## config.mk

```make
export PLATFORM = sky130hd
export DESIGN_NAME = axi_lite_arbiter
export DESIGN_NICKNAME = d
export VERILOG_FILES = /design/src/rtl/axi_lite_arb_pkg.sv /design/src/rtl/rr_arb2.sv /design/src/rtl/axi_lite_arbiter.sv
export SDC_FILE = /design/constraint.sdc
export NUM_CORES = 1
export LEC_CHECK = 0
export ABC_AREA = 1
export ABC_CLOCK_PERIOD_IN_PS = 2100
export BUFFER_PORTS_ARGS = -buffer_cell sky130_fd_sc_hd__buf_2
export CAP_MARGIN = 20
export CORE_AREA = 8 8 166 168
export DETAILED_ROUTE_END_ITERATION = 10
export DIE_AREA = 0 0 174 176
export PLACE_DENSITY = 0.43
export SETUP_SLACK_MARGIN = 0.15
export SYNTH_ARGS = -nofsm -noshare
export SYNTH_HDL_FRONTEND = slang
export SYNTH_HIERARCHICAL = 1
export SYNTH_SLANG_ARGS = --single-unit
```

## constraint.sdc

```tcl
create_clock -name clk -period 2.1 [get_ports clk]
set_input_delay 0.105 -clock clk [delete_from_list [all_inputs] [get_ports clk]]
set_output_delay 0.105 -clock clk [all_outputs]
set_load 0.02 [all_outputs]
```

## src/rtl/axi_lite_arb_pkg.sv

```systemverilog
// Shared types and constants for the two-master AXI-lite arbiter.
package axi_lite_arb_pkg;

    typedef enum logic [2:0] {
        ST_IDLE,
        ST_WR_REQ,
        ST_WR_RESP,
        ST_RD_REQ,
        ST_RD_RESP
    } arb_state_e;

    localparam logic [1:0] RESP_OKAY   = 2'b00;
    localparam logic [1:0] RESP_SLVERR = 2'b10;

endpackage

```

## src/rtl/rr_arb2.sv

```systemverilog
// Two-way round-robin pick: on a tie the master that did not win last time gets the grant.
module rr_arb2 (
    input  logic [1:0] req,
    input  logic       last_grant,
    output logic [1:0] gnt
);

    always_comb begin
        gnt = req;
        if (req == 2'b11) begin
            gnt = last_grant ? 2'b01 : 2'b10;
        end
    end

endmodule

```

## src/rtl/axi_lite_arbiter.sv

```systemverilog
// Two upstream AXI-lite masters share one downstream AXI-lite port; one transaction
// in flight at a time, round-robin between masters, write before read within a master.
module axi_lite_arbiter
    import axi_lite_arb_pkg::*;
#(
    parameter int ADDR_W = 32,
    parameter int DATA_W = 32
) (
    input  logic                         clk,
    input  logic                         rst,
    // upstream AW
    input  logic [1:0][ADDR_W-1:0]       s_awaddr,
    input  logic [1:0]                   s_awvalid,
    output logic [1:0]                   s_awready,
    // upstream W
    input  logic [1:0][DATA_W-1:0]       s_wdata,
    input  logic [1:0][DATA_W/8-1:0]     s_wstrb,
    input  logic [1:0]                   s_wvalid,
    output logic [1:0]                   s_wready,
    // upstream B
    output logic [1:0][1:0]              s_bresp,
    output logic [1:0]                   s_bvalid,
    input  logic [1:0]                   s_bready,
    // upstream AR
    input  logic [1:0][ADDR_W-1:0]       s_araddr,
    input  logic [1:0]                   s_arvalid,
    output logic [1:0]                   s_arready,
    // upstream R
    output logic [1:0][DATA_W-1:0]       s_rdata,
    output logic [1:0][1:0]              s_rresp,
    output logic [1:0]                   s_rvalid,
    input  logic [1:0]                   s_rready,
    // downstream
    output logic [ADDR_W-1:0]            m_awaddr,
    output logic                         m_awvalid,
    input  logic                         m_awready,
    output logic [DATA_W-1:0]            m_wdata,
    output logic [DATA_W/8-1:0]          m_wstrb,
    output logic                         m_wvalid,
    input  logic                         m_wready,
    input  logic [1:0]                   m_bresp,
    input  logic                         m_bvalid,
    output logic                         m_bready,
    output logic [ADDR_W-1:0]            m_araddr,
    output logic                         m_arvalid,
    input  logic                         m_arready,
    input  logic [DATA_W-1:0]            m_rdata,
    input  logic [1:0]                   m_rresp,
    input  logic                         m_rvalid,
    output logic                         m_rready,
    // status
    output logic [1:0]                   gnt,
    output logic                         busy
);

    arb_state_e state_q, state_d;
    logic [1:0] gnt_q, gnt_d;
    logic       last_grant_q, last_grant_d;
    logic       aw_done_q, aw_done_d;
    logic       w_done_q, w_done_d;

    logic [1:0] wr_req, rd_req, req, pick;
    logic       idx;

    assign wr_req = s_awvalid & s_wvalid;
    assign rd_req = s_arvalid;
    assign req    = wr_req | rd_req;
    assign idx    = gnt_q[1];

    rr_arb2 u_rr_arb2 (
        .req        (req),
        .last_grant (last_grant_q),
        .gnt        (pick)
    );

    always_comb begin
        state_d      = state_q;
        gnt_d        = gnt_q;
        last_grant_d = last_grant_q;
        aw_done_d    = aw_done_q;
        w_done_d     = w_done_q;

        // Payloads follow the owner unconditionally; only valid/ready are state-gated.
        m_awaddr  = s_awaddr[idx];
        m_wdata   = s_wdata[idx];
        m_wstrb   = s_wstrb[idx];
        m_araddr  = s_araddr[idx];
        m_awvalid = 1'b0;
        m_wvalid  = 1'b0;
        m_bready  = 1'b0;
        m_arvalid = 1'b0;
        m_rready  = 1'b0;

        s_awready = '0;
        s_wready  = '0;
        s_bvalid  = '0;
        s_bresp   = '0;
        s_arready = '0;
        s_rvalid  = '0;
        s_rresp   = '0;
        s_rdata   = '0;

        unique case (state_q)
            ST_IDLE: begin
                if (|req) begin
                    gnt_d   = pick;
                    state_d = (|(wr_req & pick)) ? ST_WR_REQ : ST_RD_REQ;
                end
            end
            ST_WR_REQ: begin
                m_awvalid      = s_awvalid[idx] & ~aw_done_q;
                m_wvalid       = s_wvalid[idx] & ~w_done_q;
                s_awready[idx] = m_awready & ~aw_done_q;
                s_wready[idx]  = m_wready & ~w_done_q;
                aw_done_d      = aw_done_q | (m_awvalid & m_awready);
                w_done_d       = w_done_q | (m_wvalid & m_wready);
                if (aw_done_d && w_done_d) begin
                    state_d   = ST_WR_RESP;
                    aw_done_d = 1'b0;
                    w_done_d  = 1'b0;
                end
            end
            ST_WR_RESP: begin
                m_bready      = s_bready[idx];
                s_bvalid[idx] = m_bvalid;
                s_bresp[idx]  = m_bresp;
                if (m_bvalid && m_bready) begin
                    state_d      = ST_IDLE;
                    gnt_d        = '0;
                    last_grant_d = idx;
                end
            end
            ST_RD_REQ: begin
                m_arvalid      = s_arvalid[idx];
                s_arready[idx] = m_arready;
                if (m_arvalid && m_arready) begin
                    state_d = ST_RD_RESP;
                end
            end
            ST_RD_RESP: begin
                m_rready      = s_rready[idx];
                s_rvalid[idx] = m_rvalid;
                s_rresp[idx]  = m_rresp;
                s_rdata[idx]  = m_rdata;
                if (m_rvalid && m_rready) begin
                    state_d      = ST_IDLE;
                    gnt_d        = '0;
                    last_grant_d = idx;
                end
            end
            default: begin
                state_d = ST_IDLE;
                gnt_d   = '0;
            end
        endcase
    end

    // last_grant resets to 1 so master 0 wins the first tie.
    always_ff @(posedge clk) begin
        if (rst) begin
            state_q      <= ST_IDLE;
            gnt_q        <= '0;
            last_grant_q <= 1'b1;
            aw_done_q    <= 1'b0;
            w_done_q     <= 1'b0;
        end else begin
            state_q      <= state_d;
            gnt_q        <= gnt_d;
            last_grant_q <= last_grant_d;
            aw_done_q    <= aw_done_d;
            w_done_q     <= w_done_d;
        end
    end

    assign gnt  = gnt_q;
    assign busy = (state_q != ST_IDLE);

endmodule

```

* Yosys cells after proc, flatten, opt, wreduce, memory -nomap -nowiden
Cells that the tools add are included.
** Operators by class
- Order comparisons :: 2
- Equality and inequality tests :: 10
- Multiplexer cells :: 55
- Bitwise logic cells :: 22
- Reduce and logical (&&, ||, !) cells :: 14
** Operators by type and width (number)
- 2-to-1 mux 32 bit :: 7
- AND 64 bit :: 1
- 2-to-1 mux 64 bit :: 1
- demux 32 bit (select 1 bit) :: 1
- 2-to-1 mux 2 bit :: 12
- 2-to-1 mux 1 bit :: 20
- 2-to-1 mux 4 bit :: 4
- 2-to-1 mux 3 bit :: 5
- case mux 3 bit (5 select lines) :: 1
- AND 2 bit :: 7
- != test 2 bit (second input constant) :: 5
- AND 4 bit :: 2
- case mux 2 bit (4 select lines) :: 1
- AND 1 bit :: 6
- equality test 3 x 2 -> 1 bit (second input constant) :: 2
- OR reduction 2 bit :: 3
- logical AND 1 bit :: 5
- AND reduction 5 bit :: 1
- AND reduction 4 bit :: 1
- equality test 3 x 1 -> 1 bit (second input constant) :: 1
- equality test 3 bit (second input constant) :: 1
- logical NOT 3 bit :: 1
- NOT 1 bit :: 3
- AND reduction 3 bit :: 1
- 10 further kinds :: 11
** Storage, ports and cells
- Flip-flop bits (word level) :: 8
- Input port bits :: 253
- Output and inout port bits :: 190
- Logic and storage cells :: 108

* Longest topological paths before layout
- Word-level depth :: 9
- Mapped depth :: 12
- Gate-level depth less buffers :: 10

* Modules after synthesis
Netlist, hierarchy kept.
** By module, submodules not included
- axi_lite_arbiter :: instances 1, cells an instance 565, area an instance 2421.1 um^2, sequential area each 160.2 um^2
- rr_arb2 :: instances 1, cells an instance 5, area an instance 21.3 um^2, sequential area each 0.0 um^2

* Worst setup path after synthesis
Ideal clock, no wire load.
- Path type :: register -> output
- From :: reg state_q[2]
- To :: out s_rdata[12] (netlist bit)
- Data arrival time :: 1.331 ns
- Required time :: 1.995 ns
- Slack :: 0.664 ns
- Cell stages (with the launch flop) :: 6
- Buffers on the path :: 1
- Cells stage by stage :: dfxtp_1 > inv_2 > nor3_2 > nand2_2 > buf_4 > nor2_1
** RTL lines
- start: declaration :: RTL line axi_lite_arbiter.sv:56 : arb_state_e state_q, state_d;
- start signal: assignment :: RTL line axi_lite_arbiter.sv:167 : state_q <= state_d;
- end: declaration :: RTL line axi_lite_arbiter.sv:29 : output logic [1:0][DATA_W-1:0] s_rdata,

==> qor_table.md <==
| Quantity | Value | Unit |
|:---|:---|:---|
| Area of placed instances | 4950 | µm² |
| Sum of net half-perimeters after detailed placement | 15900 | µm |
| Share of the clock period used by the worst path after layout | 0.854 | - |
| Global-route wire length before repair | 26800 | µm |
| Count of state elements after synthesis | 8 | - |
| Peak ir drop on the vdd network | 0.367 | mV |
| Die width | 174 | µm |
| Maximum number of pins on one net before global-route repair | 63 | - |
| Static leakage | 3.57 | nW |
| Area enclosed by the die boundary | 30600 | µm² |
| Critical path start-end classification | flip-flop to output port | - |
| GPL Wtd Cong | 0.758 | - |
| Clock Sinks | 8 | - |
| Max Buffers Root-to-Sink | 2 | - |
| Setup crit start | state_q[2]$_SDFFE_PP0P_ | - |
| Fill cell count | 2978 | - |
| Clock-pin slew reported for the worst setup and hold paths after clock tree synthesis | 0.04 | ns |
| Clock tree from TritonCTS | built | - |
| Capture point of the worst reg-to-reg path | gnt[1]$_SDFFE_PP0P_ | - |
| Final nets | 1245 | - |
| Power density normalized to cell area | 772 | nW/µm² |
| Critical Path End Type | output port | - |
| Number of antenna repair diodes | 0 | - |
| Sequential fraction of the synthesis area | 0.0656 | - |
| Arrival time worst endpoint | 1.69 | ns |
| DRC violation count after routing | 0 | - |
| Post-Synthesis Cell Area | 2440 | µm² |
| Port Buf Inserts | 442 | - |
| Via count | 4843 | - |
| Setup Total Neg Slack | 0 | ns |
| Number of max-cap violations | 0 | - |
| Latest clock arrival within the worst-skew pair | 0.24 | ns |
| Via-per-instance ratio | 3.67 | - |
| H-tree lvl count | 1 | - |
| Startpoint of the most critical register-to-register path | gnt[1]$_SDFFE_PP0P_ | - |
| Via count of the first global-routing pass | 4934 | - |
| Clock network power share | 0.086 | - |
| Number of buffer and inverter stages on the critical path | 3 | - |
| Core Region | 24800 | µm² |
| Hold Crit Class | input port to flip-flop | - |
| Synthesized net count | 823 | - |
| Slew HR | 0.575 | - |
| Unique cell type count in the Yosys netlist | 21 | - |
| Total routed wirelength | 18200 | µm |
| Chain of cells forming the critical path | inv_2, nor3_2, nand2_2, buf_4, nor2_1, buf_2 | - |
| Startpoint type of the worst setup path | flip-flop | - |
| Setup Skew | 0.00629 | ns |
| Die Span Y | 176 | µm |
| Starting utilization of the core area | 0.0984 | - |
| Timing endpoint of the critical path | s_rdata[10] | - |
| Root buffer cell | clkbuf_16 | - |
| Boundary Pins | 443 | - |
| Crit-path max FO | 35 | - |
| Highest-delay cell along the critical path | dfxtp_1 | - |
| Num CTS Buffers | 3 | - |
| Row count | 58 | - |
| Antenna Nets Post-Route | 0 | - |
| Fraction of final layout cells with drive strength greater than 1 | 0.473 | - |
| Int Power | 1.49 | mW |
| Number of search-and-repair iterations in the first detailed-routing pass | 4 | - |
| Fraction of power consumed by combinational cells | 0.844 | - |
| Overflow left after global routing | 0 | - |
| Critical Path Max Stage Delay | 0.41 | ns |
| Final non-filler cell area | 5030 | µm² |
| Proportion of power drawn by flip-flops and latches | 0.070 | - |
| DRT iter0 DRCs | 162 | - |
| Total routing resource utilization after global routing | 0.107 | - |
| Avg WL per Cell | 13.8 | µm |
| Unrepaired setup endpoints after global routing | no | - |
| Max-slew violation total from the final report | 0 | - |
| Final hold viol count | 0 | - |
| Highest Clock Rate | 557 | MHz |
| Avg Cell Area, Syn | 4.28 | µm² |
| Gate Count Post-Synth | 570 | - |
| Switching power share of the total | 0.617 | - |
| R2R Setup Slk | 0.51 | ns |
| Number of antenna violations at the first check in global routing | 0 | - |
| Postcts setup bufs | 0 | - |
| Top Family by Delay on Critical Path | buffers and inverters | - |
| Final-report setup violation count | 0 | - |
| Status | completed | - |
| Worst slack on hold paths | 0.129 | ns |
| Worst endpoint required time | 2.00 | ns |
| YS warnings | 6 | - |
| Number of hold buffers added after cts | 0 | - |
| Worst slew pin tran | 0.638 | ns |
| Minimum period implied by the final worst setup slack | 1.79 | ns |
| Cts repair resizes | 0 | - |
| Post-synthesis to final-layout area growth | 106 | % |
| Depth of the critical timing path with buffers and inverters included | 6 | - |
| Power dissipated by switching net loads | 2.39 | mW |
| Path depth of the worst reg2reg path | 9 | - |
-- cells in the mapped netlist, drive strengths merged --
cell type,instances,area [µm²]
a21oi,9,48.8
a31oi,2,12.5
and3,1,6.26
buf,18,134
clkbuf,14,52.6
dfxtp,8,160
inv,59,224
nand2,342,1290
nand3,14,80.1
nor2,84,320
nor3,16,95.1
o21ai,3,15.0
-- layout by cell type, fill, tap and decap left out, drive strengths merged --
cell / netlist / layout
nand2: 342 / 342
o21ai: 3 / 3
nor2: 84 / 84
dfxtp: 8 / 8
nor3: 16 / 16
and3: 1 / 1
a31oi: 2 / 2
buf: 18 / 449
clkbuf: 14 / 4
inv: 59 / 59
nand3: 14 / 14
a21oi: 9 / 9
-- area by class of cell --
type                            instances  area (µm²)  share of cell area
Multi-Input combinational cell        471        1870               0.372
Inverter                               59         224              0.0445
Tap cell                              330         413              0.0821
Clock buffer                            4        78.8              0.0157
Timing Repair Buffer                  449        2280               0.453
Sequential cell                         8         164              0.0326
-- power by group through the flow --
stage                     clock network [mW]  registers [mW]  logic (mW)
after global routing                   0.356           0.283        3.62
after CTS                              0.345           0.272        3.34
after floorplan                            0           0.254        2.13
after detailed placement                   0           0.274        3.32
final                                  0.335           0.271        3.28
after global placement                     0           0.272        3.36
-- kinds of logic (layout without fill, tap and decap cells) --
kind of cell,Yosys count,count (layout),synth area share
buffers and inverters,91,512,0.168
AO/OA/AOI/OAI,14,14,0.0312
AND/OR/NAND/NOR,457,457,0.735
flip-flops,8,8,0.0656
-- through the flow --
step | utilization | cells | power (mW) | worst slack, ns
3_3_place_gp | 0.199 | 1317 | 3.63 | 0.546
5_1_grt | 0.203 | 1321 | 4.26 | 0.165
2_1_floorplan | - | 570 | 2.38 | 0.664
3_5_place_dp | 0.199 | 1317 | 3.60 | 0.521
4_1_cts | 0.203 | 1321 | 3.96 | 0.317
6_report | 0.203 | 1321 | 3.88 | 0.306
-- flip-flops by register name (all words and copies together), names as in the netlist --
| register | flops |
|---|---|
| aw_done_q | 1 |
| state_q | 3 |
| gnt | 2 |
| w_done_q | 1 |
| last_grant_q | 1 |
-- worst min-delay path by stage --
stage / start / to / slack [ns] / cells past startpoint
finish: rst / w_done_q$_SDFFE_PP0P_ / 0.13 / 2
CTS: rst / w_done_q$_SDFFE_PP0P_ / 0.13 / 2
global placement: rst / w_done_q$_SDFFE_PP0P_ / 0.37 / 2
global route: rst / w_done_q$_SDFFE_PP0P_ / 0.15 / 2
floorplan: rst / w_done_q$_SDFFE_PP0P_ / 0.17 / 1
detailed placement: rst / w_done_q$_SDFFE_PP0P_ / 0.37 / 2
-- per-layer routing --
metal,track usage,vias to the layer above,part of all wire
met4,0.0107,0,0.0029
met1,0.108,2037,0.38
met2,0.212,286,0.52
li1,-,2516,-
met5,0,-,0
met3,0.0402,4,0.10
No activity file was read; power rests on OpenSTA's default activity.
